### src/rtl/ps2_lane_if.sv
`default_nettype none
// ============================================================================
// Module   : ps2_lane_if
// Purpose  : PS/2 pin inputs and lane/code outputs of the lane decoder.
// Revision : 1.0 - initial release
// ============================================================================
interface ps2_lane_if #(
  parameter int LANES = 3
);
  localparam int IW = (LANES > 1) ? $clog2(LANES) : 1;

  logic             PS2_CLK;
  logic             PS2_DATA;
  logic [LANES-1:0] lane;
  logic [IW-1:0]    lane_idx;
  logic [7:0]       code;
  logic             code_valid;
  logic             frame_err;
  logic             busy;

  modport master (
    output PS2_CLK, PS2_DATA,
    input  lane, lane_idx, code, code_valid, frame_err, busy
  );

  modport slave (
    input  PS2_CLK, PS2_DATA,
    output lane, lane_idx, code, code_valid, frame_err, busy
  );
endinterface
`default_nettype wire

### src/rtl/ps2_lane_decoder.sv
`default_nettype none
// ============================================================================
// Module   : ps2_lane_decoder
// Purpose  : PS/2 frame receiver with E0/F0 prefix stripping and a one-hot
//            lane tracker stepped by left/right make codes with cooldown.
// Revision : 1.0 - initial release
// ============================================================================
module ps2_lane_decoder #(
  parameter int         CLK_DIV       = 250,
  parameter int         TIMEOUT_TICKS = 4000,
  parameter int         LANES         = 3,
  parameter int         START_LANE    = 1,
  parameter int         COOLDOWN      = 25000000,
  parameter logic [7:0] KEY_LEFT      = 8'h6B,
  parameter logic [7:0] KEY_RIGHT     = 8'h74
) (
  input  wire logic   CLK,
  input  wire logic   RST,
  ps2_lane_if.slave   bus
);
  localparam int IW = $clog2(LANES);
  localparam int DW = $clog2(CLK_DIV);
  localparam int TW = $clog2(TIMEOUT_TICKS + 1);
  localparam int CW = (COOLDOWN > 0) ? $clog2(COOLDOWN + 1) : 1;
  localparam logic [7:0] C_PFX_EXT = 8'hE0;
  localparam logic [7:0] C_PFX_BRK = 8'hF0;

  logic          r_clk_s1, r_clk_s2, r_dat_s1, r_dat_s2;
  logic          r_clk_prev;
  logic [DW-1:0] r_div;
  logic [9:0]    r_shift;
  logic [3:0]    r_bitcnt;
  logic [TW-1:0] r_tmo;
  logic [7:0]    r_code;
  logic          r_code_valid, r_frame_err;
  logic          r_brk;
  logic [IW-1:0] r_idx;
  logic [CW-1:0] r_cool;

  logic          w_tick, w_fall, w_frame_ok, w_busy;
  logic [10:0]   w_frame;

  assign w_tick     = (r_div == DW'(CLK_DIV - 1));
  assign w_fall     = w_tick & r_clk_prev & ~r_clk_s2;
  assign w_frame    = {r_dat_s2, r_shift};
  assign w_frame_ok = ~w_frame[0] & w_frame[10] & (^w_frame[9:1]);
  assign w_busy     = (r_cool != '0);

  always_ff @(posedge CLK) begin
    if (RST) begin
      r_clk_s1 <= 1'b1;
      r_clk_s2 <= 1'b1;
      r_dat_s1 <= 1'b1;
      r_dat_s2 <= 1'b1;
      r_div    <= '0;
    end else begin
      r_clk_s1 <= bus.PS2_CLK;
      r_clk_s2 <= r_clk_s1;
      r_dat_s1 <= bus.PS2_DATA;
      r_dat_s2 <= r_dat_s1;
      r_div    <= w_tick ? '0 : r_div + DW'(1);
    end
  end

  // The 11th bit is checked straight off the synchroniser so the result
  // pulses in the cycle right after the sampling tick.
  always_ff @(posedge CLK) begin
    if (RST) begin
      r_clk_prev   <= 1'b1;
      r_shift      <= '0;
      r_bitcnt     <= '0;
      r_tmo        <= '0;
      r_code       <= '0;
      r_code_valid <= 1'b0;
      r_frame_err  <= 1'b0;
    end else begin
      r_code_valid <= 1'b0;
      r_frame_err  <= 1'b0;
      if (w_tick) begin
        r_clk_prev <= r_clk_s2;
        if (w_fall) begin
          r_tmo <= '0;
          if (r_bitcnt == 4'd10) begin
            r_bitcnt <= '0;
            r_shift  <= '0;
            if (w_frame_ok) begin
              r_code       <= w_frame[8:1];
              r_code_valid <= 1'b1;
            end else begin
              r_frame_err  <= 1'b1;
            end
          end else begin
            r_shift  <= {r_dat_s2, r_shift[9:1]};
            r_bitcnt <= r_bitcnt + 4'd1;
          end
        end else if (r_bitcnt != 4'd0) begin
          if (r_tmo == TW'(TIMEOUT_TICKS - 1)) begin
            r_bitcnt <= '0;
            r_tmo    <= '0;
            r_shift  <= '0;
          end else begin
            r_tmo <= r_tmo + TW'(1);
          end
        end
      end
    end
  end

  // E0 only marks a non-final byte; it never gates a move, so no flag is kept.
  always_ff @(posedge CLK) begin
    if (RST) begin
      r_idx  <= IW'(START_LANE);
      r_cool <= '0;
      r_brk  <= 1'b0;
    end else begin
      if (w_busy) r_cool <= r_cool - CW'(1);
      if (r_frame_err) begin
        r_brk <= 1'b0;
      end else if (r_code_valid) begin
        if (r_code == C_PFX_BRK) begin
          r_brk <= 1'b1;
        end else if (r_code != C_PFX_EXT) begin
          r_brk <= 1'b0;
          if (!r_brk && !w_busy) begin
            if (r_code == KEY_LEFT && r_idx != '0) begin
              r_idx  <= r_idx - IW'(1);
              r_cool <= CW'(COOLDOWN);
            end else if (r_code == KEY_RIGHT && r_idx != IW'(LANES - 1)) begin
              r_idx  <= r_idx + IW'(1);
              r_cool <= CW'(COOLDOWN);
            end
          end
        end
      end
    end
  end

  assign bus.lane       = LANES'(1) << r_idx;
  assign bus.lane_idx   = r_idx;
  assign bus.code       = r_code;
  assign bus.code_valid = r_code_valid;
  assign bus.frame_err  = r_frame_err;
  assign bus.busy       = w_busy;
endmodule
`default_nettype wire

### src/flat_wrapper.sv
// flat-port wrapper written by rule: the top's interface ports become plain ports
module ps2_lane_decoder_flat 
#(
  parameter int         CLK_DIV       = 250,
  parameter int         TIMEOUT_TICKS = 4000,
  parameter int         LANES         = 3,
  parameter int         START_LANE    = 1,
  parameter int         COOLDOWN      = 25000000,
  parameter logic [7:0] KEY_LEFT      = 8'h6B,
  parameter logic [7:0] KEY_RIGHT     = 8'h74
)
  (CLK, RST, bus_PS2_CLK, bus_PS2_DATA, bus_lane, bus_lane_idx, bus_code, bus_code_valid, bus_frame_err, bus_busy);
  ps2_lane_if #(.LANES(LANES)) bus_i ();
  input  wire logic CLK;
  input  wire logic RST;
  input wire logic [$bits(bus_i.PS2_CLK)-1:0] bus_PS2_CLK;
  input wire logic [$bits(bus_i.PS2_DATA)-1:0] bus_PS2_DATA;
  output wire logic [$bits(bus_i.lane)-1:0] bus_lane;
  output wire logic [$bits(bus_i.lane_idx)-1:0] bus_lane_idx;
  output wire logic [$bits(bus_i.code)-1:0] bus_code;
  output wire logic [$bits(bus_i.code_valid)-1:0] bus_code_valid;
  output wire logic [$bits(bus_i.frame_err)-1:0] bus_frame_err;
  output wire logic [$bits(bus_i.busy)-1:0] bus_busy;
  assign bus_i.PS2_CLK = bus_PS2_CLK;
  assign bus_i.PS2_DATA = bus_PS2_DATA;
  assign bus_lane = bus_i.lane;
  assign bus_lane_idx = bus_i.lane_idx;
  assign bus_code = bus_i.code;
  assign bus_code_valid = bus_i.code_valid;
  assign bus_frame_err = bus_i.frame_err;
  assign bus_busy = bus_i.busy;
  ps2_lane_decoder #(.CLK_DIV(CLK_DIV), .TIMEOUT_TICKS(TIMEOUT_TICKS), .LANES(LANES), .START_LANE(START_LANE), .COOLDOWN(COOLDOWN), .KEY_LEFT(KEY_LEFT), .KEY_RIGHT(KEY_RIGHT)) u_core (.CLK(CLK), .RST(RST), .bus(bus_i));
endmodule
### config.mk
export PLATFORM = sky130hd
export DESIGN_NAME = ps2_lane_decoder_flat
export DESIGN_NICKNAME = d
export VERILOG_FILES = /design/src/rtl/ps2_lane_if.sv /design/src/rtl/ps2_lane_decoder.sv /design/src/flat_wrapper.sv
export SDC_FILE = /design/constraint.sdc
export NUM_CORES = 1
export LEC_CHECK = 0
export ABC_AREA = 1
export ABC_CLOCK_PERIOD_IN_PS = 4600
export BUFFER_PORTS_ARGS = -buffer_cell sky130_fd_sc_hd__buf_2
export CAP_MARGIN = 20
export CELL_PAD_IN_SITES_DETAIL_PLACEMENT = 1
export CELL_PAD_IN_SITES_GLOBAL_PLACEMENT = 1
export CORE_AREA = 2 2 120 122
export CTS_BUF_LIST = sky130_fd_sc_hd__clkbuf_16
export DETAILED_ROUTE_END_ITERATION = 16
export DIE_AREA = 0 0 122 124
export GPL_TIMING_DRIVEN = 0
export PLACE_DENSITY = 0.53
export SETUP_SLACK_MARGIN = 0.2
export SLEW_MARGIN = 10
export SYNTH_ARGS = -nofsm -noshare
export SYNTH_HDL_FRONTEND = slang
export SYNTH_SLANG_ARGS = --single-unit
### constraint.sdc
create_clock -name CLK -period 4.6 [get_ports CLK]
set_clock_uncertainty 0.1 [all_clocks]
set_input_delay 0.92 -clock CLK [delete_from_list [all_inputs] [get_ports CLK]]
set_output_delay 0.92 -clock CLK [all_outputs]
set_load 0.02 [all_outputs]
==> results of run 1 <==
[critical path, stage by stage (launching register included)]
cell and delay [ns]:
dfxtp_1 0.35, inv_1 0.11, ha_1 0.27, nand2_1 0.13, inv_2 0.12, nand2_2 0.11, inv_1 0.10, nand3_1 0.12
nor2_4 0.20, inv_1 0.08, buf_2 0.16
[cells in the final DEF, fill, tap and decap left out, types with 2 or more instances in the layout]
master      netlist  layout
nor3_1           21      21
bufinv_16         0       3
clkbuf_16         0       9
nand2_1         136     136
a21oi_1          18      18
nand3_2           2       2
ha_1              7       7
xor2_1           12      12
a21oi_2           2       2
nand3_4           4       4
clkinvlp_4        0       2
o21ai_0           9       9
xnor2_1           3       3
inv_2             3       3
o211ai_1          2       2
buf_6             2       2
nor4_1            3       3
o22ai_1           8       8
dfxtp_1          77      77
nand2_8           3       3
buf_2             1      19
o21ai_1           2       2
nand2_2           6       6
nand3_1          39      39
nor2_4            4       4
nor2_1           97      97
nor2_2            6       6
inv_1            80      80
nand3b_1          4       4
clkbuf_1          6       6
or2_2             5       5
nand4_1          16      16
[per-stage QoR]
step | hold slack [ns] | power, mW | setup slack [ns] | cell area (um2) | util (%)
after CTS | 0.310 | 2.62 | 1.44 | 4750 | 34.6
after floorplan | 0.289 | 1.56 | 2.22 | 4090 | -
after detailed placement | 0.295 | 1.79 | 1.82 | 4410 | 32.1
final | 0.308 | 2.58 | 1.50 | 4750 | 34.6
after global placement | 0.292 | 1.78 | 1.85 | 4410 | 32.1
after global routing | 0.323 | 2.79 | 1.26 | 4750 | 34.6
[sequential cells by signal (all words and copies together), names as in the netlist]
register	cells
u_core.bus.code	8
u_core.bus.code_valid	1
u_core.bus.frame_err	1
u_core.bus.lane_idx	2
u_core.r_bitcnt	4
u_core.r_brk	1
u_core.r_clk_prev	1
u_core.r_clk_s1	1
u_core.r_clk_s2	1
u_core.r_cool	25
u_core.r_dat_s1	1
u_core.r_dat_s2	1
u_core.r_div	8
u_core.r_shift	10
u_core.r_tmo	12
[kinds of logic after synthesis]
| logic type | after synthesis |
|---|---|
| AND/OR/NAND/NOR | 352 |
| buffers and inverters | 94 |
| flip-flops | 77 |
| AO/OA/AOI/OAI | 45 |
| XOR/XNOR | 15 |
| adder cells (fa/ha/maj) | 7 |
[path summary, 6_finish.rpt]
kind,startpoint,endpoint,slack [ns],depth (start not counted)
min reg2reg,u_core.r_clk_s1,u_core.r_clk_s2,0.31,1
max reg2reg,u_core.r_cool[0],u_core.r_cool[3],2.48,11
max,u_core.r_cool[0],bus_busy,1.50,10
min,u_core.r_clk_s1,u_core.r_clk_s2,0.31,1
[Yosys cell counts (all sizes together)]
master / instances
or2: 6
and3: 1
clkbuf: 6
xor2: 12
o21a: 1
inv: 84
o21ai: 11
o211ai: 2
buf: 4
nand3: 45
o31ai: 1
nor2: 107
nand3b: 4
nor4: 3
a22oi: 1
o22ai: 8
a211oi: 1
ha: 7
nand2: 146
xnor2: 3
nand4: 16
nor3b: 2
dfxtp: 77
nor3: 22
a21oi: 20
[routing by layer]
| layer | up-vias | global-route usage (%) | share of wire (%) |
|---|---|---|---|
| li1 | 1933 | - | - |
| met1 | 1698 | 20.3 | 52 |
| met2 | 29 | 25.1 | 44 |
| met3 | 10 | 2.56 | 2.4 |
| met4 | 0 | 5.39 | 1.3 |
| met5 | - | 0 | 0 |
[final cells by class]
type	count	area, um2	area share, %
timing repair buffer	18	90.1	1.90
buffer	10	70.1	1.48
inverter	84	320	6.75
sequential	77	1540	32.5
clock inverter	7	114	2.40
tap	180	225	4.74
multi-input combinational	419	2160	45.5
clock buffer	9	225	4.74
[power breakdown]
group | total [mW] | switching [mW] | internal (mW)
clock | 0.814 | 0.287 | 0.527
sequential | 0.825 | 0.0718 | 0.753
combinational | 0.938 | 0.622 | 0.316
==> insert_results.sql, run 1 <==
INSERT INTO impl_metrics (metric_group, metric, value, unit) VALUES
('synthesis', 'yosys.area.top_type_share', '37.7', '%'),
('power', 'p_per_area', '543', 'nW/um2'),
('cts', 'cts_root_buffer', 'clkbuf_16', ''),
('floorplanning', 'fp.dieW', '122', 'um'),
('power', 'worst_ir_drop_vdd', '214', 'uV'),
('synthesis', 'synth-seq-area-share', '37.7', '%'),
('global_route', 'first_global_vias', '3704', ''),
('cells_and_area', 'layoutNonFillerInstCount', '804', ''),
('global_route', 'grt_pass1_wl', '18200', 'um'),
('sta', 'timing_max_transition_violations_final', '0', ''),
('detailed_routing', 'route.detailed.drc', '0', ''),
('synthesis', 'mappedNetlistArea', '4090', 'um2'),
('worst_setup_path', 'crit_required', '3.58', 'ns'),
('sta', 'maxSlewHeadroom', '55.8', '%'),
('synthesis', 'muxShareOfSynthArea', '0', '%'),
('cts', 'cts_buffers', '9', ''),
('power', 'power_leakage', '2.12', 'nW'),
('global_route', 'grt_antenna_before_repair', '0', ''),
('floorplanning', 'dieHeight', '124', 'um'),
('worst_hold_path', 'hold_path.class', 'flop to flop', ''),
('synthesis', 'syn_nets', '601', ''),
('detailed_routing', 'via_density', '4.56', ''),
('synthesis', 'synth.avg_cell_area', '6.94', 'um2'),
('synthesis', 'synth-adder-area-share', '2.14', '%'),
('placed_design', 'numPortBuffers', '18', ''),
('placed_design', 'detailed_place_hpwl', '8310', 'um'),
('sta', 'report.final.setup_viol', '0', ''),
('floorplanning', 'design.die.area', '15100', 'um2'),
('cts', 'tritoncts', 'yes', ''),
('floorplanning', 'initial_core_util', '29.8', '%'),
('cells_and_area', 'fill_cells', '1753', ''),
('synthesis', 'synth-compound-area-share', '6.30', '%'),
('detailed_routing', 'routed_wl', '10600', 'um'),
('sta', 'worst_slew_pin_slew', '0.664', 'ns'),
('placed_design', 'gp_congestion', '0.786', ''),
('sta', 'final.setup.tns', '0', 'ns'),
('floorplanning', 'floorplan.io_pins', '20', ''),
('cts', 'clock_tree.htree_level_count', '3', ''),
('floorplanning', 'placementRows', '43', ''),
('detailed_routing', 'avgRoutedWirePerCell', '13.2', 'um'),
('cts', 'cts-root-to-sink-buffers', '2', ''),
('synthesis', 'synth_top_cells_by_area', 'dfxtp_1 (38%), nand2_1 (12%), nor2_1 (8.9%), inv_1 (7.3%), nand3_1 (4.8%)', ''),
('synthesis', 'xor_and_xnor_area_share_after_synthesis', '3.21', '%'),
('synthesis', 'synthSimpleGateAreaFrac', '41.2', '%'),
('worst_setup_path', 'worstPathMaxFanout', '7', ''),
('cts', 'clock_sinks', '77', ''),
('run', 'timing.max_cap.violations', '0', ''),
('sta', 'finalHoldViolCount', '0', ''),
('global_route', 'grt_use_total', '15.3', '%'),
('sta', 'post-route-period-util', '67.5', '%'),
('global_route', 'global_route.overflow_total', '0', ''),
('cts', 'post_cts.repair.setup_buffers', '0', ''),
('detailed_routing', 'first_pass_iters', '4', ''),
('cts', 'clock_insertion_delay_worst_skew', '0.34', 'ns'),
('sta', 'unrepaired_setup_endpoints_after_global_routing', 'no', ''),
('worst_setup_path', 'worst-endpoint-arrival', '2.08', 'ns'),
('cells_and_area', 'diode_insertion_count_for_antenna_repair', '0', ''),
('cts', 'cts.reportedPaths.clkPinSlew', '0.06', 'ns'),
('sta', 'achievable-frequency', '322', 'MHz'),
('sta', 'final.min_clock_period', '3.10', 'ns'),
('synthesis', 'ys_seq_elements', '77', ''),
('worst_setup_path', 'endpoint_kind', 'output pin', ''),
('synthesis', 'dominant_cell_type_by_area_after_synthesis', 'dfxtp_1', ''),
('synthesis', 'synthDistinctLibCells', '41', ''),
('status', 'status', 'finished, final reports clean', ''),
('global_route', 'grt_start_max_net_pins', '14', ''),
('synthesis', 'synth-warning-count', '0', ''),
('cts', 'cts_hold_repair_buffers', '0', ''),
('placed_design', 'place_inst', '788', ''),
('floorplanning', 'core', '13700', 'um2'),
('worst_setup_path', 'worstSetupStartpointType', 'flop', ''),
('detailed_routing', 'vias', '3670', ''),
('worst_setup_path', 'setup.worst_path.class', 'flop to output pin', ''),
('detailed_routing', 'final_antenna_net_count', '0', ''),
('cts', 'cts_resized', '0', ''),
('synthesis', 'dominant_combinational_cell_family_by_area_after_synthesis', 'simple AND/OR/NAND/NOR gates', ''),
('cells_and_area', 'proportion_of_layout_cells_with_a_drive_suffix_above_1', '12.2', '%'),
('cells_and_area', 'fin_nets', '630', ''),
('synthesis', 'syn-instance-count', '590', ''),
('cells_and_area', 'synthToLayoutAreaGrowth', '16.0', '%'),
('detailed_routing', 'initialDrtViolationCount', '119', '');
Power figures use the tool's default switching activity.
==> run 2, diff against run 1 <==
- ABC_CLOCK_PERIOD_IN_PS: 4600 -> 3050
- clock period: 4.6 -> 3.05 ns (I/O delays scaled with it)
==> insert_results.sql, run 2 (synthesized netlist as in run 1, its figures left out) <==
INSERT INTO impl_metrics (metric_group, metric, value, unit) VALUES
('cells_and_area', 'diode_insertion_count_for_antenna_repair', '0', ''),
('power', 'worst_ir_drop_vdd', '323', 'uV'),
('cts', 'cts_root_buffer', 'clkbuf_16', ''),
('sta', 'final.min_clock_period', '2.61', 'ns'),
('floorplanning', 'fp.dieW', '122', 'um'),
('worst_hold_path', 'timing.hold.worst.start', 'u_core.r_clk_s1', ''),
('cells_and_area', 'fin_nets', '631', ''),
('worst_setup_path', 'worstPathMaxFanout', '5', ''),
('power', 'power_leakage', '2.12', 'nW'),
('cells_and_area', 'reg.largest.list', 'u_core.r_cool: 25 flops, u_core.r_tmo: 12 flops, u_core.r_shift: 10 flops', ''),
('global_route', 'grt_use_total', '15.3', '%'),
('cells_and_area', 'largest_register_by_flop_count', 'u_core.r_cool', ''),
('cells_and_area', 'fill_cells', '1752', ''),
('floorplanning', 'core', '13700', 'um2'),
('sta', 'maxSlewHeadroom', '56.5', '%'),
('sta', 'timing_max_transition_violations_final', '0', ''),
('worst_setup_path', 'worst-endpoint-arrival', '1.90', 'ns'),
('cts', 'tritoncts', 'yes', ''),
('floorplanning', 'floorplan.io_pins', '20', ''),
('worst_setup_path', 'r2r_start', 'u_core.r_cool[0]', ''),
('global_route', 'first_global_vias', '3724', ''),
('detailed_routing', 'route.detailed.drc', '0', ''),
('worst_setup_path', 'timing.critical_path.slowest_stage_cell', 'dfxtp_1', ''),
('sta', 'finalHoldViolCount', '0', ''),
('cts', 'cts.reportedPaths.clkPinSlew', '0.06', 'ns'),
('detailed_routing', 'avgRoutedWirePerCell', '13.3', 'um'),
('sta', 'worst_slew_pin_slew', '0.652', 'ns'),
('sta', 'final.setup.tns', '0', 'ns'),
('worst_setup_path', 'crit_required', '2.34', 'ns'),
('global_route', 'grt_start_max_net_pins', '14', ''),
('floorplanning', 'initial_core_util', '29.8', '%'),
('cts', 'cts_buffers', '9', ''),
('worst_setup_path', 'critPathBufInv', '5', ''),
('run', 'timing.max_cap.violations', '0', ''),
('cts', 'clock_sinks', '77', ''),
('worst_setup_path', 'setup.worst_path.class', 'flop to output pin', ''),
('worst_setup_path', 'worstSetupStartpointType', 'flop', ''),
('worst_setup_path', 'timing.critical_path.from', 'u_core.r_cool[0]', ''),
('detailed_routing', 'final_antenna_net_count', '0', ''),
('worst_setup_path', 'crit_path_max_incr_delay', '0.35', 'ns'),
('global_route', 'grt_antenna_before_repair', '0', ''),
('cells_and_area', 'most_common_cell_after_layout_fill_and_taps_aside', 'nand2_1', ''),
('status', 'status', 'finished, final reports clean', ''),
('cells_and_area', 'mostFrequentLayoutCells', 'nand2_1 (136), nor2_1 (97), inv_1 (80)', ''),
('worst_setup_path', 'timing.critical_path.cells', 'inv_1, ha_4, nand2_1, inv_2, nand2_2, inv_1, nand3_1, nor2_4, inv_1, buf_2', ''),
('placed_design', 'gp_congestion', '0.786', ''),
('worst_hold_path', 'hold_path.class', 'flop to flop', ''),
('sta', 'report.final.setup_viol', '0', ''),
('detailed_routing', 'initialDrtViolationCount', '116', ''),
('detailed_routing', 'vias', '3682', ''),
('cts', 'clock_insertion_delay_worst_skew', '0.34', 'ns'),
('cells_and_area', 'proportion_of_layout_cells_with_a_drive_suffix_above_1', '12.5', '%'),
('placed_design', 'numPortBuffers', '18', ''),
('floorplanning', 'placementRows', '43', ''),
('worst_setup_path', 'critPathMostFrequentCell', 'inv_1', ''),
('cells_and_area', 'largest_register_ffs', '25', ''),
('sta', 'post-route-period-util', '85.7', '%'),
('global_route', 'grt_pass1_wl', '18300', 'um'),
('floorplanning', 'dieHeight', '124', 'um'),
('global_route', 'global_route.overflow_total', '0', ''),
('sta', 'achievable-frequency', '383', 'MHz'),
('power', 'p_per_area', '821', 'nW/um2'),
('cts', 'cts_hold_repair_buffers', '0', ''),
('placed_design', 'detailed_place_hpwl', '8310', 'um'),
('cts', 'cts-root-to-sink-buffers', '2', ''),
('cells_and_area', 'synthToLayoutAreaGrowth', '16.5', '%'),
('floorplanning', 'design.die.area', '15100', 'um2'),
('detailed_routing', 'routed_wl', '10700', 'um'),
('power', 'post-layout-total-power', '3.92', 'mW'),
('worst_setup_path', 'endpoint_kind', 'output pin', ''),
('sta', 'unrepaired_setup_endpoints_after_global_routing', 'no', ''),
('detailed_routing', 'first_pass_iters', '4', ''),
('detailed_routing', 'via_density', '4.57', ''),
('cts', 'clock_tree.htree_level_count', '3', ''),
('worst_setup_path', 'critPathTopFamily', 'buffers and inverters', '');
==> run 2: through the flow <==
stage	cells	worst slack, ns	hold WS, ns	util [%]	cell area [um2]
2_1_floorplan	590	0.980	0.289	-	4090
3_3_place_gp	788	0.606	0.292	32.1	4410
3_5_place_dp	788	0.577	0.295	32.1	4410
4_1_cts	805	0.284	0.310	34.7	4760
5_1_grt	805	0.233	0.323	34.8	4770
6_report	805	0.436	0.308	34.8	4770
==> run 2: layout make-up <==
cell class	instances	area, um2	share of cell area [%]
timing repair buffer	19	97.6	2.05
tap	180	225	4.72
buffer	10	70.1	1.47
clock inverter	7	114	2.39
multi-input combinational	419	2170	45.6
sequential	77	1540	32.3
inverter	84	320	6.72
clock buffer	9	225	4.72
==> run 2: repair_timing <==
item | 4_1_cts | 5_1_grt
buffers inserted | 1 | 0
endpoints found under the setup margin | 1 | 1
gates resized for setup | 0 | 2
pin swaps | 1 | 0
==> run 2: metal layers <==
layer | global-route usage (%) | routed length (um)
met5 | 0 | 0
met4 | 5.39 | 141
met3 | 2.56 | 263
met2 | 25.2 | 4730
met1 | 20.3 | 5540
==> run 2: final timing paths <==
path                                          to  slack, ns  cells past startpoint
worst min register to register   u_core.r_clk_s2       0.31                      1
worst min-delay path             u_core.r_clk_s2       0.31                      1
worst max register to register  u_core.r_cool[0]       1.00                     12
worst max-delay path                    bus_busy       0.44                     10
==> run 2: power by group <==
group | internal [mW] | total, mW | switching [mW] | leakage (nW)
sequential | 1.14 | 1.24 | 0.108 | 0.625
clock | 0.795 | 1.23 | 0.433 | 0.159
combinational | 0.499 | 1.45 | 0.946 | 1.34
==> run 2: worst register-to-register path: stages (launching register included) <==
cell	delay [ns]
dfxtp_1	0.35
inv_1	0.15
ha_4	0.18
nand2_1	0.10
inv_2	0.11
nand2_2	0.11
inv_1	0.10
nand3_1	0.12
nor2_4	0.15
buf_4	0.16
nand2_2	0.11
nand2_1	0.16
a21oi_1	0.06
==> run 3, diff against run 2 <==
- ABC_CLOCK_PERIOD_IN_PS: 3050 -> 2600
- clock period: 3.05 -> 2.6 ns (I/O delays scaled with it)
==> insert_results.sql, run 3 (synthesized netlist as in run 1, its figures left out) <==
INSERT INTO impl_metrics (metric_group, metric, value, unit) VALUES
('power', 'worst_ir_drop_vdd', '379', 'uV'),
('cts', 'clock_sinks', '77', ''),
('sta', 'report.final.setup_viol', '0', ''),
('sta', 'timing_max_transition_violations_final', '0', ''),
('sta', 'achievable-frequency', '442', 'MHz'),
('global_route', 'grt_start_max_net_pins', '14', ''),
('detailed_routing', 'avgRoutedWirePerCell', '13.3', 'um'),
('worst_setup_path', 'r2r_endpoint', 'u_core.r_shift[6]', ''),
('cells_and_area', 'mostFrequentLayoutCells', 'nand2_1 (134), nor2_1 (97), inv_1 (78)', ''),
('cells_and_area', 'largest_register_by_flop_count', 'u_core.r_cool', ''),
('floorplanning', 'fp.dieW', '122', 'um'),
('worst_hold_path', 'timing.hold.worst.start', 'bus_PS2_CLK', ''),
('sta', 'hold-worst-slack', '0.264', 'ns'),
('cells_and_area', 'multi_input_area', '2190', 'um2'),
('worst_setup_path', 'r2r_start', 'u_core.r_tmo[0]', ''),
('global_route', 'global_route.overflow_total', '0', ''),
('cells_and_area', 'fill_cells', '1753', ''),
('floorplanning', 'initial_core_util', '29.8', '%'),
('sta', 'unrepaired_setup_endpoints_after_global_routing', 'no', ''),
('detailed_routing', 'via_density', '4.57', ''),
('global_route', 'grt_pass1_wl', '18300', 'um'),
('worst_hold_path', 'hold_path.class', 'input pin to flop', ''),
('sta', 'worst_slew_pin_slew', '0.655', 'ns'),
('floorplanning', 'dieHeight', '124', 'um'),
('sta', 'final.min_clock_period', '2.26', 'ns'),
('detailed_routing', 'first_pass_iters', '4', ''),
('cells_and_area', 'largest_register_ffs', '25', ''),
('cts', 'cts_root_buffer', 'clkbuf_16', ''),
('placed_design', 'dpl-instance-area', '4410', 'um2'),
('floorplanning', 'floorplan.io_pins', '20', ''),
('cells_and_area', 'synthToLayoutAreaGrowth', '17.5', '%'),
('global_route', 'grt_antenna_before_repair', '0', ''),
('cells_and_area', 'proportion_of_layout_cells_with_a_drive_suffix_above_1', '13.9', '%'),
('cts', 'cts_hold_repair_buffers', '0', ''),
('cells_and_area', 'reg.largest.list', 'u_core.r_cool: 25 flops, u_core.r_tmo: 12 flops, u_core.r_shift: 10 flops', ''),
('detailed_routing', 'route.detailed.drc', '0', ''),
('placed_design', 'gp_congestion', '0.786', ''),
('worst_setup_path', 'endpoint_kind', 'output pin', ''),
('global_route', 'first_global_vias', '3728', ''),
('cells_and_area', 'most_common_cell_after_layout_fill_and_taps_aside', 'nand2_1', ''),
('sta', 'maxSlewHeadroom', '56.3', '%'),
('worst_setup_path', 'setup.worst_path.class', 'flop to output pin', ''),
('worst_setup_path', 'r2r_setup_slack', '0.71', 'ns'),
('cts', 'clock_tree.htree_level_count', '3', ''),
('global_route', 'grt_use_total', '15.4', '%'),
('cts', 'tritoncts', 'yes', ''),
('detailed_routing', 'initialDrtViolationCount', '100', ''),
('worst_setup_path', 'worstPathMaxFanout', '4', ''),
('floorplanning', 'design.die.area', '15100', 'um2'),
('detailed_routing', 'final_antenna_net_count', '0', ''),
('sta', 'final.setup.tns', '0', 'ns'),
('cts', 'cts.reportedPaths.clkPinSlew', '0.06', 'ns'),
('floorplanning', 'placementRows', '43', ''),
('status', 'status', 'finished, final reports clean', ''),
('sta', 'final.setup.worst_slack', '0.336', 'ns'),
('worst_hold_path', 'whs_path_depth', '2', ''),
('sta', 'post-route-period-util', '87.1', '%'),
('detailed_routing', 'vias', '3692', ''),
('sta', 'finalHoldViolCount', '0', ''),
('cts', 'clock_insertion_delay_worst_skew', '0.34', 'ns'),
('worst_setup_path', 'crit_required', '1.98', 'ns'),
('worst_hold_path', 'worstHoldEndpoint', 'u_core.r_clk_s1', ''),
('floorplanning', 'core', '13700', 'um2'),
('placed_design', 'post-place-ws', '0.217', 'ns'),
('worst_setup_path', 'worst-endpoint-arrival', '1.64', 'ns'),
('cts', 'cts-root-to-sink-buffers', '2', ''),
('power', 'power_leakage', '2.14', 'nW'),
('worst_setup_path', 'worstSetupStartpointType', 'flop', ''),
('cells_and_area', 'fin_util', '35.1', '%'),
('cells_and_area', 'register_area', '1540', 'um2'),
('cts', 'cts_buffers', '9', ''),
('worst_setup_path', 'reg2reg_depth', '9', ''),
('placed_design', 'detailed_place_hpwl', '8310', 'um'),
('run', 'timing.max_cap.violations', '0', ''),
('cells_and_area', 'fin_nets', '634', ''),
('placed_design', 'numPortBuffers', '18', ''),
('detailed_routing', 'routed_wl', '10700', 'um'),
('cells_and_area', 'diode_insertion_count_for_antenna_repair', '0', ''),
('power', 'p_per_area', '977', 'nW/um2'),
('cells_and_area', 'postLayoutCellArea', '4810', 'um2');
-- run 3: worst max-delay path, stage by stage, from the launching register on --
cell	delay (ns)
dfxtp_2	0.35
inv_2	0.09
ha_4	0.15
nand2_2	0.08
inv_2	0.09
nand2_4	0.07
inv_2	0.07
nand3_2	0.09
nor2_4	0.11
inv_1	0.06
buf_2	0.15
-- run 3: worst max path at each step --
stage | startpoint | to | slack (ns) | cells after the start
final | u_core.r_cool[0] | bus_busy | 0.34 | 10
after global routing | u_core.r_cool[0] | bus_busy | 0.21 | 10
after CTS | u_core.r_cool[0] | bus_busy | 0.21 | 10
after detailed placement | u_core.r_cool[0] | bus_busy | 0.22 | 10
after global placement | u_core.r_cool[0] | bus_busy | 0.25 | 10
after floorplan | u_core.r_cool[0] | bus_busy | 0.62 | 9
-- run 3: area by class of cell --
cell class | instances | area share, %
Timing Repair Buffer | 22 | 2.50
Clock buffer | 9 | 4.68
Buffer | 10 | 1.46
Clock inverter | 7 | 2.37
Multi-Input combinational cell | 419 | 45.6
Tap cell | 180 | 4.68
Inverter | 84 | 6.66
Sequential cell | 77 | 32.1
-- run 3: power breakdown --
group	switching [mW]	internal, mW	leakage [nW]	total (mW)
sequential	0.129	1.33	0.625	1.46
clock	0.509	0.933	0.159	1.44
combinational	1.16	0.641	1.36	1.80
-- run 3: stage by stage --
step	instances	power [mW]
CTS	806	4.72
detailed placement	788	3.16
global placement	788	3.15
global route	808	5.09
floorplan	590	2.76
finish	808	4.70
-- run 3: layer usage --
layer	vias to the layer above	share of wire, %	wire, um	global-route usage (%)
li1	1943	-	-	-
met1	1706	51	5490	20.4
met2	33	44	4740	25.2
met3	10	3.2	340	2.56
met4	0	1.3	141	5.39
met5	-	0	0	0
-- run 3: what timing repair did --
action                                  CTS  global route
endpoints found under the setup margin    1             1
buffers inserted                          2             2
resized for setup                         7             3
pin swaps                                 1             2
endpoints found under the hold margin     0             0
